### config.mk
export PLATFORM = sky130hd
export DESIGN_NAME = srm_datapath
export DESIGN_NICKNAME = d
export VERILOG_FILES = /design/src/rtl/srm_datapath.sv
export SDC_FILE = /design/constraint.sdc
export NUM_CORES = 1
export LEC_CHECK = 0
export ABC_AREA = 1
export BUFFER_PORTS_ARGS = -buffer_cell sky130_fd_sc_hd__buf_2
export CORE_UTILIZATION = 50
export CTS_CLUSTER_SIZE = 40
export DETAILED_ROUTE_END_ITERATION = 12
export PLACE_DENSITY = 0.72
export SLEW_MARGIN = 20
export SYNTH_ARGS = -nofsm -noshare
export SYNTH_HDL_FRONTEND = slang
export SYNTH_SLANG_ARGS = --single-unit
export TNS_END_PERCENT = 1
### constraint.sdc
create_clock -name clk -period 3.1 [get_ports clk]
set_input_delay 0.155 -clock clk [delete_from_list [all_inputs] [get_ports clk]]
set_output_delay 0.155 -clock clk [all_outputs]
set_load 0.005 [all_outputs]
### src/rtl/srm_datapath.sv
// srm_datapath: register file, A/B/C regs, shifter, ALU and status; SRM_DP_STATUS_NV_EN adds N/V flags
module srm_datapath #(
  parameter int DW = 16,
  parameter int NREGS = 8
) (
  input  logic          clk,
  input  logic          reset,
  input  logic [2:0]    rn,
  input  logic [2:0]    rd,
  input  logic [2:0]    rm,
  input  logic [2:0]    nsel,
  input  logic [3:0]    vsel,
  input  logic [DW-1:0] mdata,
  input  logic [DW-1:0] sximm8,
  input  logic [DW-1:0] sximm5,
  input  logic [7:0]    PC,
  input  logic          write,
  input  logic          loada,
  input  logic          loadb,
  input  logic [1:0]    shift,
  input  logic          asel,
  input  logic          bsel,
  input  logic [1:0]    alu_op,
  input  logic          loadc,
  input  logic          loads,
  output logic [DW-1:0] datapath_out,
  output logic          Z,
  output logic          N,
  output logic          V
);
  logic [DW-1:0] regs [NREGS];
  logic [DW-1:0] a, b, c, wdata, rdata, sh, ain, bin, res;
  logic [2:0] idx;
  logic idx_ok, z;
  always_comb begin
    idx_ok = nsel == 3'b001 || nsel == 3'b010 || nsel == 3'b100;
    idx = nsel == 3'b001 ? rn : nsel == 3'b010 ? rd : nsel == 3'b100 ? rm : 3'd0;
    wdata = vsel == 4'b0001 ? mdata :
            vsel == 4'b0010 ? sximm8 :
            vsel == 4'b0100 ? {{(DW-8){1'b0}}, PC} :
            vsel == 4'b1000 ? c : '0;
    rdata = regs[idx];
    sh = shift == 2'b00 ? b :
         shift == 2'b01 ? {b[DW-2:0], 1'b0} :
         shift == 2'b10 ? {1'b0, b[DW-1:1]} : {b[DW-1], b[DW-1:1]};
    ain = asel ? '0 : a;
    bin = bsel ? sximm5 : sh;
    res = alu_op == 2'b00 ? ain + bin :
          alu_op == 2'b01 ? ain - bin :
          alu_op == 2'b10 ? (ain & bin) : ~bin;
  end
  always_ff @(posedge clk) begin
    if (reset) begin
      for (int i = 0; i < NREGS; i++) regs[i] <= '0;
      a <= '0;
      b <= '0;
      c <= '0;
      z <= 1'b0;
    end else begin
      if (write && idx_ok) regs[idx] <= wdata;
      if (loada) a <= rdata;
      if (loadb) b <= rdata;
      if (loadc) c <= res;
      if (loads) z <= res == '0;
    end
  end
  assign datapath_out = c;
  assign Z = z;
`ifdef SRM_DP_STATUS_NV_EN
  logic n_q, v_q, v_nxt;
  always_comb
    v_nxt = alu_op == 2'b00 ? (ain[DW-1] == bin[DW-1]) && (res[DW-1] != ain[DW-1]) :
            alu_op == 2'b01 ? (ain[DW-1] != bin[DW-1]) && (res[DW-1] != ain[DW-1]) : 1'b0;
  always_ff @(posedge clk) begin
    if (reset) begin
      n_q <= 1'b0;
      v_q <= 1'b0;
    end else if (loads) begin
      n_q <= res[DW-1];
      v_q <= v_nxt;
    end
  end
  assign N = n_q;
  assign V = v_q;
`else
  assign N = 1'b0;
  assign V = 1'b0;
`endif
endmodule
==> metrics.md, run 1 <==
| Metric | Value |
|---|---|
| Relative slew margins | 0.403 |
| CP most frequent cell | nand2_1 |
| Yosys cell types | 43 |
| Proportion of netlist area held by the largest area contributor | 0.360 |
| Post-synthesis compound-gate area fraction | 0.153 |
| Simple-Gate Fraction of Synth Area | 0.266 |
| CP arrival | 3.23 ns |
| Die footprint | 21,900 um2 |
| Ordered list of cells on the worst path | o21ai_0, a21oi_1, o21ai_0, nand2_1, ha_2, inv_2, nand2_1, nor3_1, and2_1, nand2_1, nand2_1, nand2_1, nand3_1, nand2_1, a21oi_1, nand2_1, nor2_1, nand2_1, a21oi_2 |
| Number of antenna violations at the first check in global routing | 0 |
| Setup-failing EPs final | 0 |
| Die H | 148 um |
| Post-detailed-route wirelength per cell | 18.4 um |
| Placement-stage worst setup slack | 0.0349 ns |
| # Max-Cap Violations | 0 |
| Area taken by flip-flops and latches | 4820 um2 |
| Adder-cell share of the synthesized area | 0.0401 |
| Count of state elements after synthesis | 177 |
| Count of mapped cells out of synthesis | 1,409 |
| Initial Util | 0.509 |
| Buffers inserted by post-CTS timing repair | 0 |
| Synth Flop Type | edfxtp_1 |
| N_diodes | 0 |
| Area of the multi-input gates | 4960 um2 |
| Initial detailed-routing violation count | 928 |
| Number of flops mapped to enable cells by yosys | 128 |
| Area of the core | 21,000 um2 |
| Layout-stage area growth over the synthesis result | 14.1% |
| HPWL after DPL | 24,300 um |
| Post-synthesis sequential area ratio | 0.452 |
| Reg2reg setup slack | 0.25 ns |
| Post-layout nets | 1,627 |
| Fraction of layout cells with a size suffix above 1 | 0.153 |
| Post-synthesis instance area | 10,700 um2 |
| Worst Hold Launch | loadc |
| Remaining Overflow, GRT | 0 |
| Sum of negative setup slack | 0 ns |
| Placement row count | 53 |
| Clock transition at the registers of the reported paths | 0.08 ns |
| Count of cells along the worst hold path | 2 |
| Reg-to-reg critical path endpoint | Z$_SDFFE_PP0P_ |
| Drt via density | 5.56 |
| Cell count of the worst reg-to-reg path | 19 |
| Mean area per synthesized cell | 7.57 um2 |
| Transition time at the pin with the least slew margin | 0.892 ns |
| Maximum number of pins on one net before global-route repair | 65 |
| Number of clock sinks seen by CTS | 177 |
| Final count of hold timing violations | 0 |
| Wire length after detailed routing | 33,000 um |
| Total number of vias | 9,989 |
| Fraction of synthesized area in multiplexers | 0 |
| Cell taking the most area after synthesis | edfxtp_1 |
| Clock latency at the later pin of the worst-skew pair | 0.44 ns |
| Global-route wire length before repair | 50,600 um |
| Fin crit share | 0.920 |
| Unrepaired setup endpoints after global routing | false |
| Largest fanout of any net on the critical path | 6 |
| Master of the slowest instance on the critical path | dfxtp_1 |
| Cell chosen for the clock root | clkbuf_16 |
| Fraction of registers with async set/reset | 0 |
| Detail Route Antenna Nets | 0 |
| Fraction of synthesized cell area in xor and xnor cells | 0.00493 |
| Crit path required time | 3.48 ns |
| Number of top-level pins | 104 |
| Sort of element at the end of the critical path | flop |
| Synth Warn # | 0 |
| Die boundary width | 148 um |
| Worst clock skew | 0.0182 ns |
| Total CTS buffers | 17 |
| Largest family of logic cells by synthesized area | simple AND/OR/NAND/NOR gates |
| Via count of the first global-routing pass | 9,223 |
| Final critical-path required period | 2.85 ns |
| Min-Delay Endpoint | datapath_out[0]$_SDFFE_PP0P_ |
| Highest cell delay on the worst timing path | 0.40 ns |
| Startpoint type of the worst setup path | flop |
| Post-route DRC | 0 |
| Static Leakage | 5.33 nW |
| Power per cell area | 510 nW/um2 |
| Cell types with the largest area share after synthesis | edfxtp_1 36%, nor2_1 11%, dfxtp_1 9.2%, nand2_1 8.8%, o21ai_0 6.2% |
| Worst-case clock buffer depth | 2 |
| Worst setup slack after layout | 0.249 ns |
| Clock tree from TritonCTS | done |
| Number of detailed-routing iterations run before antenna repair | 5 |
| Count of filler cells inserted in the layout | 1,960 |
| Start of the worst register-to-register path | b[12]$_SDFFE_PP0P_ |
| Peak Freq | 351 MHz |
| Global placement routability congestion | 1.03 |
| Type of the worst setup path | flop to flop |
| Overall global routing resource usage | 0.306 |
| Hold/Removal Path Class | primary input to flop |
| Max VDD drop | 0.402 mV |
| Buffers added on ports | 101 |
| Run status | completed |
| Crit-path leading delay family | simple AND/OR/NAND/NOR gates |
| Utilization of the core after routing | 0.581 |
| CTS HTree Levels | 4 |
| Crit path buffers/inverters | 1 |
| Final slew viol count | 0 |
==> power breakdown <==
part           internal, mW  switching (mW)
clock                  1.18            1.08
sequential             2.65          0.0595
combinational         0.386           0.848
==> what timing repair did <==
| item | in CTS | in global routing |
|---|---|---|
| setup endpoints to repair | 0 | 1 |
| hold endpoints to repair | 1 | 0 |
| hold buffers | 2 | 0 |
| resized for setup | 0 | 1 |
==> synth_stat cells (2+ instances only) <==
library cell / number
a21oi_1: 93
a21oi_2: 6
and2_1: 4
buf_1: 2
buf_2: 24
buf_4: 13
clkbuf_1: 26
dfxtp_1: 49
edfxtp_1: 128
fa_1: 2
ha_1: 31
inv_1: 138
inv_2: 7
nand2_1: 250
nand2_2: 10
nand2_4: 2
nand3_1: 77
nand3b_1: 3
nand4_1: 13
nor2_1: 301
nor2_2: 4
nor3_1: 6
nor3_2: 3
o211ai_1: 15
o21ai_0: 133
o21ai_1: 7
o21ai_2: 13
o21bai_1: 4
o22ai_1: 21
or2_2: 6
xor2_1: 6
==> flip-flops by register name (all words and copies together), names as in the netlist <==
register / flops
a: 16
datapath_out: 16
regs: 128
b: 16
Z: 1
==> area by class of cell <==
type,instances,area share
Timing Repair Buffer,147,0.0703
Tap cell,275,0.0283
Clock buffer,17,0.0350
Multi-Input combinational cell,1020,0.408
Sequential cell,177,0.397
Clock inverter,15,0.0169
Inverter,146,0.0453
==> cell families (layout without fill, tap and decap cells) <==
| kind of cell | count (synthesis) | count (layout) |
|---|---|---|
| adders and majority gates | 33 | 33 |
| xor gates and xnor gates | 6 | 6 |
| DFF | 177 | 177 |
| and+or+nand+nor | 684 | 684 |
| other | 1 | 2 |
| AOI/OAI and AO/OA | 295 | 295 |
| buffers and inverters | 213 | 325 |
==> cell usage in the layout, fill, tap and decap left out, types with 2 or more instances in the layout <==
cell,count
dfxtp_1,49
o22ai_1,21
o21ai_1,7
and2_1,4
buf_4,44
conb_1,2
inv_2,7
inv_8,3
o211ai_1,15
fa_1,2
edfxtp_1,128
xor2_1,6
nand3_1,76
nor2_1,301
buf_2,101
nor3_2,3
inv_6,4
ha_1,30
nor3_1,6
nand4_1,13
a21oi_1,93
nand2_4,2
or2_2,6
nand2_2,10
o21ai_2,13
dlygate4sd3_1,2
clkinv_8,5
nand2_1,250
clkbuf_16,17
inv_1,138
a21oi_2,6
nand3b_1,3
nor2_2,4
o21bai_1,4
o21ai_0,133
==> metal layers <==
| layer | GRT usage | vias to the layer above | part of all wire |
|---|---|---|---|
| li1 | - | 4850 | - |
| met3 | 0.0340 | 44 | 0.068 |
| met4 | 0.0923 | 0 | 0.019 |
| met5 | 0 | - | 0 |
| met2 | 0.508 | 457 | 0.48 |
| met1 | 0.422 | 4638 | 0.44 |
==> stage by stage <==
step                cells  cell area, um2  hold WS (ns)  total power [mW]
floorplan            1410           10700         0.217              3.52
global placement     1763           11500         0.418              3.96
detailed placement   1763           11500         0.410              3.96
CTS                  1797           12200         0.148              6.19
global route         1797           12200         0.186              6.43
finish               1797           12200         0.158              6.21
==> worst max path at each step <==
| stage | startpoint | end | cells past startpoint |
|---|---|---|---|
| after global routing | b[12]$_SDFFE_PP0P_ | Z$_SDFFE_PP0P_ | 19 |
| after global placement | shift[0] | Z$_SDFFE_PP0P_ | 21 |
| final | b[12]$_SDFFE_PP0P_ | Z$_SDFFE_PP0P_ | 19 |
| after floorplan | bsel | Z$_SDFFE_PP0P_ | 20 |
| after detailed placement | shift[0] | Z$_SDFFE_PP0P_ | 21 |
| after CTS | b[12]$_SDFFE_PP0P_ | Z$_SDFFE_PP0P_ | 19 |
==> worst register-to-register path, stage by stage, from the launching register on <==
cell     delay [ns]
dfxtp_1        0.40
o21ai_0        0.11
a21oi_1        0.13
o21ai_0        0.14
nand2_1        0.11
ha_2           0.34
inv_2          0.15
nand2_1        0.12
nor3_1         0.24
and2_1         0.16
nand2_1        0.09
nand2_1        0.09
nand2_1        0.05
nand3_1        0.06
nand2_1        0.07
a21oi_1        0.21
nand2_1        0.08
nor2_1         0.10
nand2_1        0.07
a21oi_2        0.10
No activity file was read; power rests on OpenSTA's default activity.
==> run 2: changes to the inputs <==
--- a/config.mk
+++ b/config.mk
@@ -10,7 +10,7 @@
 export CORE_UTILIZATION = 50
 export CTS_CLUSTER_SIZE = 40
 export DETAILED_ROUTE_END_ITERATION = 12
-export PLACE_DENSITY = 0.72
+export PLACE_DENSITY = 0.75
 export SLEW_MARGIN = 20
 export SYNTH_ARGS = -nofsm -noshare
 export SYNTH_HDL_FRONTEND = slang
==> constraint.sdc (replaced) <==
create_clock -name clk -period 2.6 [get_ports clk]
set_input_delay 0.13 -clock clk [delete_from_list [all_inputs] [get_ports clk]]
set_output_delay 0.13 -clock clk [all_outputs]
set_load 0.005 [all_outputs]
==> run 2 against run 1 <==
Power is 28% higher. Final cell count is 7.1% higher. Sequential power is 19% higher. Worst hold slack worse by 0.11 ns. Core utilization is 7.7 points higher. Flip-flop and latch count stayed put. Clock power is 20% higher. Worst setup slack worse by 0.23 ns. Global-route usage is 0.87 points higher. Sequential share of layout area is 4.5 points lower. First-iteration DRC count is 17% higher. Critical path type unchanged. Critical endpoint unchanged.
==> metrics.md, run 2 (synthesis gave the netlist of run 1 again) <==
| Metric | Value |
|---|---|
| Placed Instance Area | 12,400 um2 |
| Detail Route Antenna Nets | 0 |
| HPWL after DPL | 25,700 um |
| Worst clock skew | 0.0172 ns |
| Largest fanout of any net on the critical path | 4 |
| Largest register FFs | 128 |
| Relative slew margins | 0.351 |
| N_diodes | 0 |
| Global-route wire length before repair | 52,100 um |
| Register with the most flip-flops | regs |
| Number of clock sinks seen by CTS | 177 |
| Master of the slowest instance on the critical path | dfxtp_4 |
| Initial Util | 0.509 |
| Total power consumption of the routed design | 7.93 mW |
| Die footprint | 21,900 um2 |
| Worst-case clock buffer depth | 2 |
| Crit path required time | 2.97 ns |
| Transition time at the pin with the least slew margin | 0.962 ns |
| Hold/Removal Path Class | primary input to flop |
| Most frequent standard cell in the layout excluding fill and tap cells | nor2_1 |
| Area of the core | 21,000 um2 |
| Die boundary width | 148 um |
| CP arrival | 2.96 ns |
| Final slew viol count | 0 |
| Maximum number of pins on one net before global-route repair | 52 |
| Number of antenna violations at the first check in global routing | 0 |
| Number of top-level pins | 104 |
| Peak Freq | 387 MHz |
| Overall global routing resource usage | 0.315 |
| Reg2reg setup slack | 0.02 ns |
| Startpoint type of the worst setup path | flop |
| Fin crit share | 0.994 |
| Post-route cell area | 13,800 um2 |
| Layout-stage area growth over the synthesis result | 29.3% |
| CTS HTree Levels | 4 |
| Max VDD drop | 0.507 mV |
| Type of the worst setup path | flop to flop |
| Final critical-path required period | 2.58 ns |
| Placement row count | 53 |
| Ordered list of cells on the worst path | inv_2, a21oi_2, nand3_1, nand2_2, buf_6, inv_1, ha_2, nand2_2, nand2_2, nand3b_1, nor2_1, nor2_1, nand2_1, nand3_1, o21ai_2, nand4_1, nor2_1, nand2_1, a21oi_2 |
| Remaining Overflow, GRT | 0 |
| Total number of vias | 10,653 |
| Clock transition at the registers of the reported paths | 0.08 ns |
| Setup-failing EPs final | 0 |
| Static Leakage | 6.00 nW |
| Post-layout nets | 1,754 |
| Crit path buffers/inverters | 3 |
| Initial detailed-routing violation count | 1,088 |
| Power per cell area | 575 nW/um2 |
| Cell chosen for the clock root | clkbuf_16 |
| Final count of hold timing violations | 0 |
| Global placement routability congestion | 0.984 |
| Number of detailed-routing iterations run before antenna repair | 9 |
| Wire length after detailed routing | 34,700 um |
| Die H | 148 um |
| Fraction of layout cells with a size suffix above 1 | 0.295 |
| Buffers added on ports | 101 |
| Crit-path leading delay family | simple AND/OR/NAND/NOR gates |
| Clock latency at the later pin of the worst-skew pair | 0.45 ns |
| Highest cell delay on the worst timing path | 0.37 ns |
| Post-route DRC | 0 |
| Sort of element at the end of the critical path | flop |
| Run status | completed |
| Unrepaired setup endpoints after global routing | true |
| Clock tree from TritonCTS | done |
| Total CTS buffers | 17 |
| Via count of the first global-routing pass | 9,704 |
| Drt via density | 5.54 |
| Post-Route Hold Slack | 0.0450 ns |
| Most frequent cells in the layout | 290 x nor2_1, 218 x nand2_1, 162 x buf_4 |
| Post-detailed-route wirelength per cell | 18.0 um |
| # Max-Cap Violations | 0 |
==> run 2: worst paths after layout <==
| kind | cells after the start | to | start |
|---|---|---|---|
| hold / removal | 3 | regs[3][12]$_SDFFCE_PN0P_ | mdata[12] |
| setup / recovery | 19 | Z$_SDFFE_PP0P_ | b[4]$_SDFFE_PP0P_ |
| setup reg to reg | 19 | Z$_SDFFE_PP0P_ | b[4]$_SDFFE_PP0P_ |
| hold reg to reg | 2 | Z$_SDFFE_PP0P_ | Z$_SDFFE_PP0P_ |
==> run 2: final cells by class <==
cell class,instances,area [um2]
Fill cell,1751,7170
Timing Repair Buffer,274,1880
Clock inverter,15,215
Clock buffer,17,425
Multi-Input combinational cell,1020,5520
Sequential cell,177,4850
Inverter,146,558
Tap cell,275,344
==> run 2: worst register-to-register path: cells and delay by family, from the launching register on <==
kind / cells / cell delay [ns]
AND/OR/NAND/NOR: 12 / 1.37
AO/OA/AOI/OAI: 3 / 0.41
flip-flops: 1 / 0.37
buffers and inverters: 3 / 0.19
adder cells (fa/ha/maj): 1 / 0.19
==> run 2: what timing repair did <==
action,in CTS,in global routing
hold buffers,2,0
setup buffers,1,8
pin swaps,2,67
resized for setup,13,162
endpoints found under the hold margin,1,0
setup endpoints to repair,7,13
==> run 2: through the flow <==
| stage | cells | TNS (ns) | util | worst slack, ns |
|---|---|---|---|---|
| final | 1924 | 0 | 0.658 | 0.0160 |
| after global routing | 1924 | -0.511 | 0.658 | -0.160 |
| after CTS | 1916 | -0.00332 | 0.628 | -0.00332 |
| after detailed placement | 1881 | -0.885 | 0.594 | -0.165 |
| after global placement | 1881 | -0.621 | 0.594 | -0.172 |
| after floorplan | 1410 | 0 | - | 0.147 |
==> run 2: where the power goes <==
part | internal, mW | total (mW) | switching [mW]
Clock | 1.35 | 2.71 | 1.36
Combinational | 0.795 | 1.98 | 1.19
Sequential | 3.16 | 3.23 | 0.0709
Total | 5.31 | 7.93 | 2.62
==> run 2: routing by layer <==
metal / global-route usage / wire, um
met1: 0.424 / 14400
met2: 0.518 / 16400
met3: 0.0441 / 2800
met4: 0.114 / 1170
met5: 0 / 0
==> run 3: changes to the inputs <==
--- a/config.mk
+++ b/config.mk
@@ -7,6 +7,7 @@
 export LEC_CHECK = 0
 export ABC_AREA = 1
 export BUFFER_PORTS_ARGS = -buffer_cell sky130_fd_sc_hd__buf_2
+export CORE_ASPECT_RATIO = 1.75
 export CORE_UTILIZATION = 50
 export CTS_CLUSTER_SIZE = 40
 export DETAILED_ROUTE_END_ITERATION = 12
==> run 3 against run 2 <==
Combinational power is essentially flat. Critical endpoint unchanged. Worst hold slack lost 0.026 ns. Die area grew 0.11%. Worst setup slack lost 0.014 ns. Flip-flop and latch count is the same. Via count shrank 0.85%. Critical path type unchanged. Wire length grew 1.7%. Global-route usage grew 0.93 points.
==> metrics.md, run 3 (synthesis gave the netlist of run 1 again) <==
| Metric | Value |
|---|---|
| Total number of vias | 10,562 |
| Worst-case clock buffer depth | 2 |
| Detail Route Antenna Nets | 0 |
| Wire length after detailed routing | 35,300 um |
| Layout-stage area growth over the synthesis result | 28.0% |
| Placement row count | 70 |
| Crit path required time | 2.97 ns |
| Die H | 195 um |
| Worst clock skew | 0.00933 ns |
| Relative contribution of sequential cells to total power | 0.411 |
| Type of the worst setup path | flop to flop |
| Clock latency at the later pin of the worst-skew pair | 0.43 ns |
| Most frequent standard cell in the layout excluding fill and tap cells | nor2_1 |
| Largest register FFs | 128 |
| Clock transition at the registers of the reported paths | 0.07 ns |
| Hold/Removal Path Class | primary input to flop |
| Post-layout nets | 1,756 |
| Remaining Overflow, GRT | 0 |
| Largest fanout of any net on the critical path | 4 |
| Maximum number of pins on one net before global-route repair | 65 |
| CP arrival | 2.97 ns |
| Number of antenna violations at the first check in global routing | 1 |
| Peak Freq | 385 MHz |
| Count of filler cells inserted in the layout | 1,799 |
| HPWL after DPL | 26,400 um |
| Via count of the first global-routing pass | 10,267 |
| # Max-Cap Violations | 0 |
| Sort of element at the end of the critical path | flop |
| Number of detailed-routing iterations run before antenna repair | 5 |
| Utilization of the core after routing | 0.652 |
| CTS HTree Levels | 4 |
| Die boundary width | 112 um |
| Most frequent cells in the layout | 291 x nor2_1, 220 x nand2_1, 169 x buf_4 |
| Initial Util | 0.509 |
| Relative slew margins | 0.241 |
| Final count of hold timing violations | 0 |
| Global placement routability congestion | 1.06 |
| Die footprint | 21,900 um2 |
| Startpoint type of the worst setup path | flop |
| Post-Route Hold Slack | 0.0190 ns |
| Clock tree from TritonCTS | done |
| Logic gate share of total power | 0.250 |
| Transition time at the pin with the least slew margin | 1.14 ns |
| Drt via density | 5.55 |
| Switching power share of the total | 0.301 |
| Cell chosen for the clock root | clkbuf_16 |
| Register with the most flip-flops | regs |
| Run status | completed |
| Post-detailed-route wirelength per cell | 18.5 um |
| Overall global routing resource usage | 0.324 |
| Total power consumption of the routed design | 7.86 mW |
| Post-route DRC | 0 |
| Final critical-path required period | 2.60 ns |
| Unrepaired setup endpoints after global routing | true |
| Global-route wire length before repair | 53,100 um |
| Number of clock sinks seen by CTS | 177 |
| Fin crit share | 0.999 |
| Buffers added on ports | 101 |
| Internal power consumption | 5.50 mW |
| Setup-failing EPs final | 0 |
| Number of top-level pins | 104 |
| Static Leakage | 6.00 nW |
| Area of the core | 20,900 um2 |
| Power spent charging and discharging nets | 2.36 mW |
| Fraction of layout cells with a size suffix above 1 | 0.286 |
| Clock power share | 0.339 |
| Power per cell area | 576 nW/um2 |
| Max VDD drop | 0.601 mV |
| Total CTS buffers | 17 |
| Final slew viol count | 0 |
| Initial detailed-routing violation count | 688 |
run 3: cell count changes in the layout (fill, tap and decap cells not counted), sizes merged:
cell	before	now
clkinv	7	4
buf	272	275
inv	154	151
clkbuf	17	20
diode	0	1
bufinv	0	2
clkinvlp	0	1
dlygate4sd3	2	1
run 3: power groups by stage:
stage	clock network [mW]	registers, mW	logic (mW)
floorplan	0	3.27	0.926
global placement	0	3.28	1.70
detailed placement	0	3.29	1.71
CTS	2.68	3.23	1.80
global route	2.79	3.24	2.13
finish	2.66	3.23	1.97
run 3: cell type report:
type | instances | area (um2) | area share
Multi-Input combinational cell | 1020 | 5470 | 0.401
Sequential cell | 177 | 4840 | 0.354
Timing Repair Buffer | 276 | 1850 | 0.135
Inverter | 146 | 556 | 0.0407
Clock buffer | 20 | 479 | 0.0351
Tap cell | 252 | 315 | 0.0231
Clock inverter | 12 | 140 | 0.0103
Antenna cell | 1 | 2.50 | 0.000183
run 3: worst max-delay path, stage by stage, from the launching register on:
cell,delay (ns)
dfxtp_2,0.33
inv_1,0.06
nand2_1,0.08
nand2_2,0.06
o21ai_4,0.21
ha_4,0.25
buf_4,0.14
a21oi_1,0.23
o21a_1,0.18
nand2_2,0.10
xor2_1,0.16
nand2_1,0.06
nand2_1,0.14
nor2_1,0.13
nand4_1,0.09
nor2_1,0.12
nand2_1,0.07
a21oi_2,0.10
run 3: through the flow:
step                      area (um2)  setup WS, ns  std cells  setup TNS [ns]
final                          13700       0.00214       1904               0
after global routing           13700        -0.135       1904          -0.426
after CTS                      13200       0.00822       1893               0
after detailed placement       12400        -0.464       1858           -2.98
after global placement         12400        -0.467       1858           -2.67
after floorplan                10700         0.147       1410               0
run 3: layer usage:
layer  global-route usage  wire length, um  share of wire
met3               0.0450             1510          0.043
met2                0.618            19300           0.55
met5                    0                0              0
met4                0.232             2330          0.066
met1                0.315            12100           0.34
run 3: path summary, 6_finish.rpt:
| kind | start | to | slack [ns] | depth (start not counted) |
|---|---|---|---|---|
| worst max register to register | b[4]$_SDFFE_PP0P_ | Z$_SDFFE_PP0P_ | 0.002 | 17 |
| worst max-delay path | b[4]$_SDFFE_PP0P_ | Z$_SDFFE_PP0P_ | 0.002 | 17 |
| worst min-delay path | loads | Z$_SDFFE_PP0P_ | 0.02 | 4 |
| worst min register to register | datapath_out[3]$_SDFFE_PP0P_ | datapath_out[3]$_SDFFE_PP0P_ | 0.53 | 2 |
run 3: repair_timing:
item,CTS,global route
pin swaps,20,30
hold buffers,1,0
gates resized for setup,55,91
endpoints found under the setup margin,12,13
setup buffers,3,10
endpoints found under the hold margin,1,0
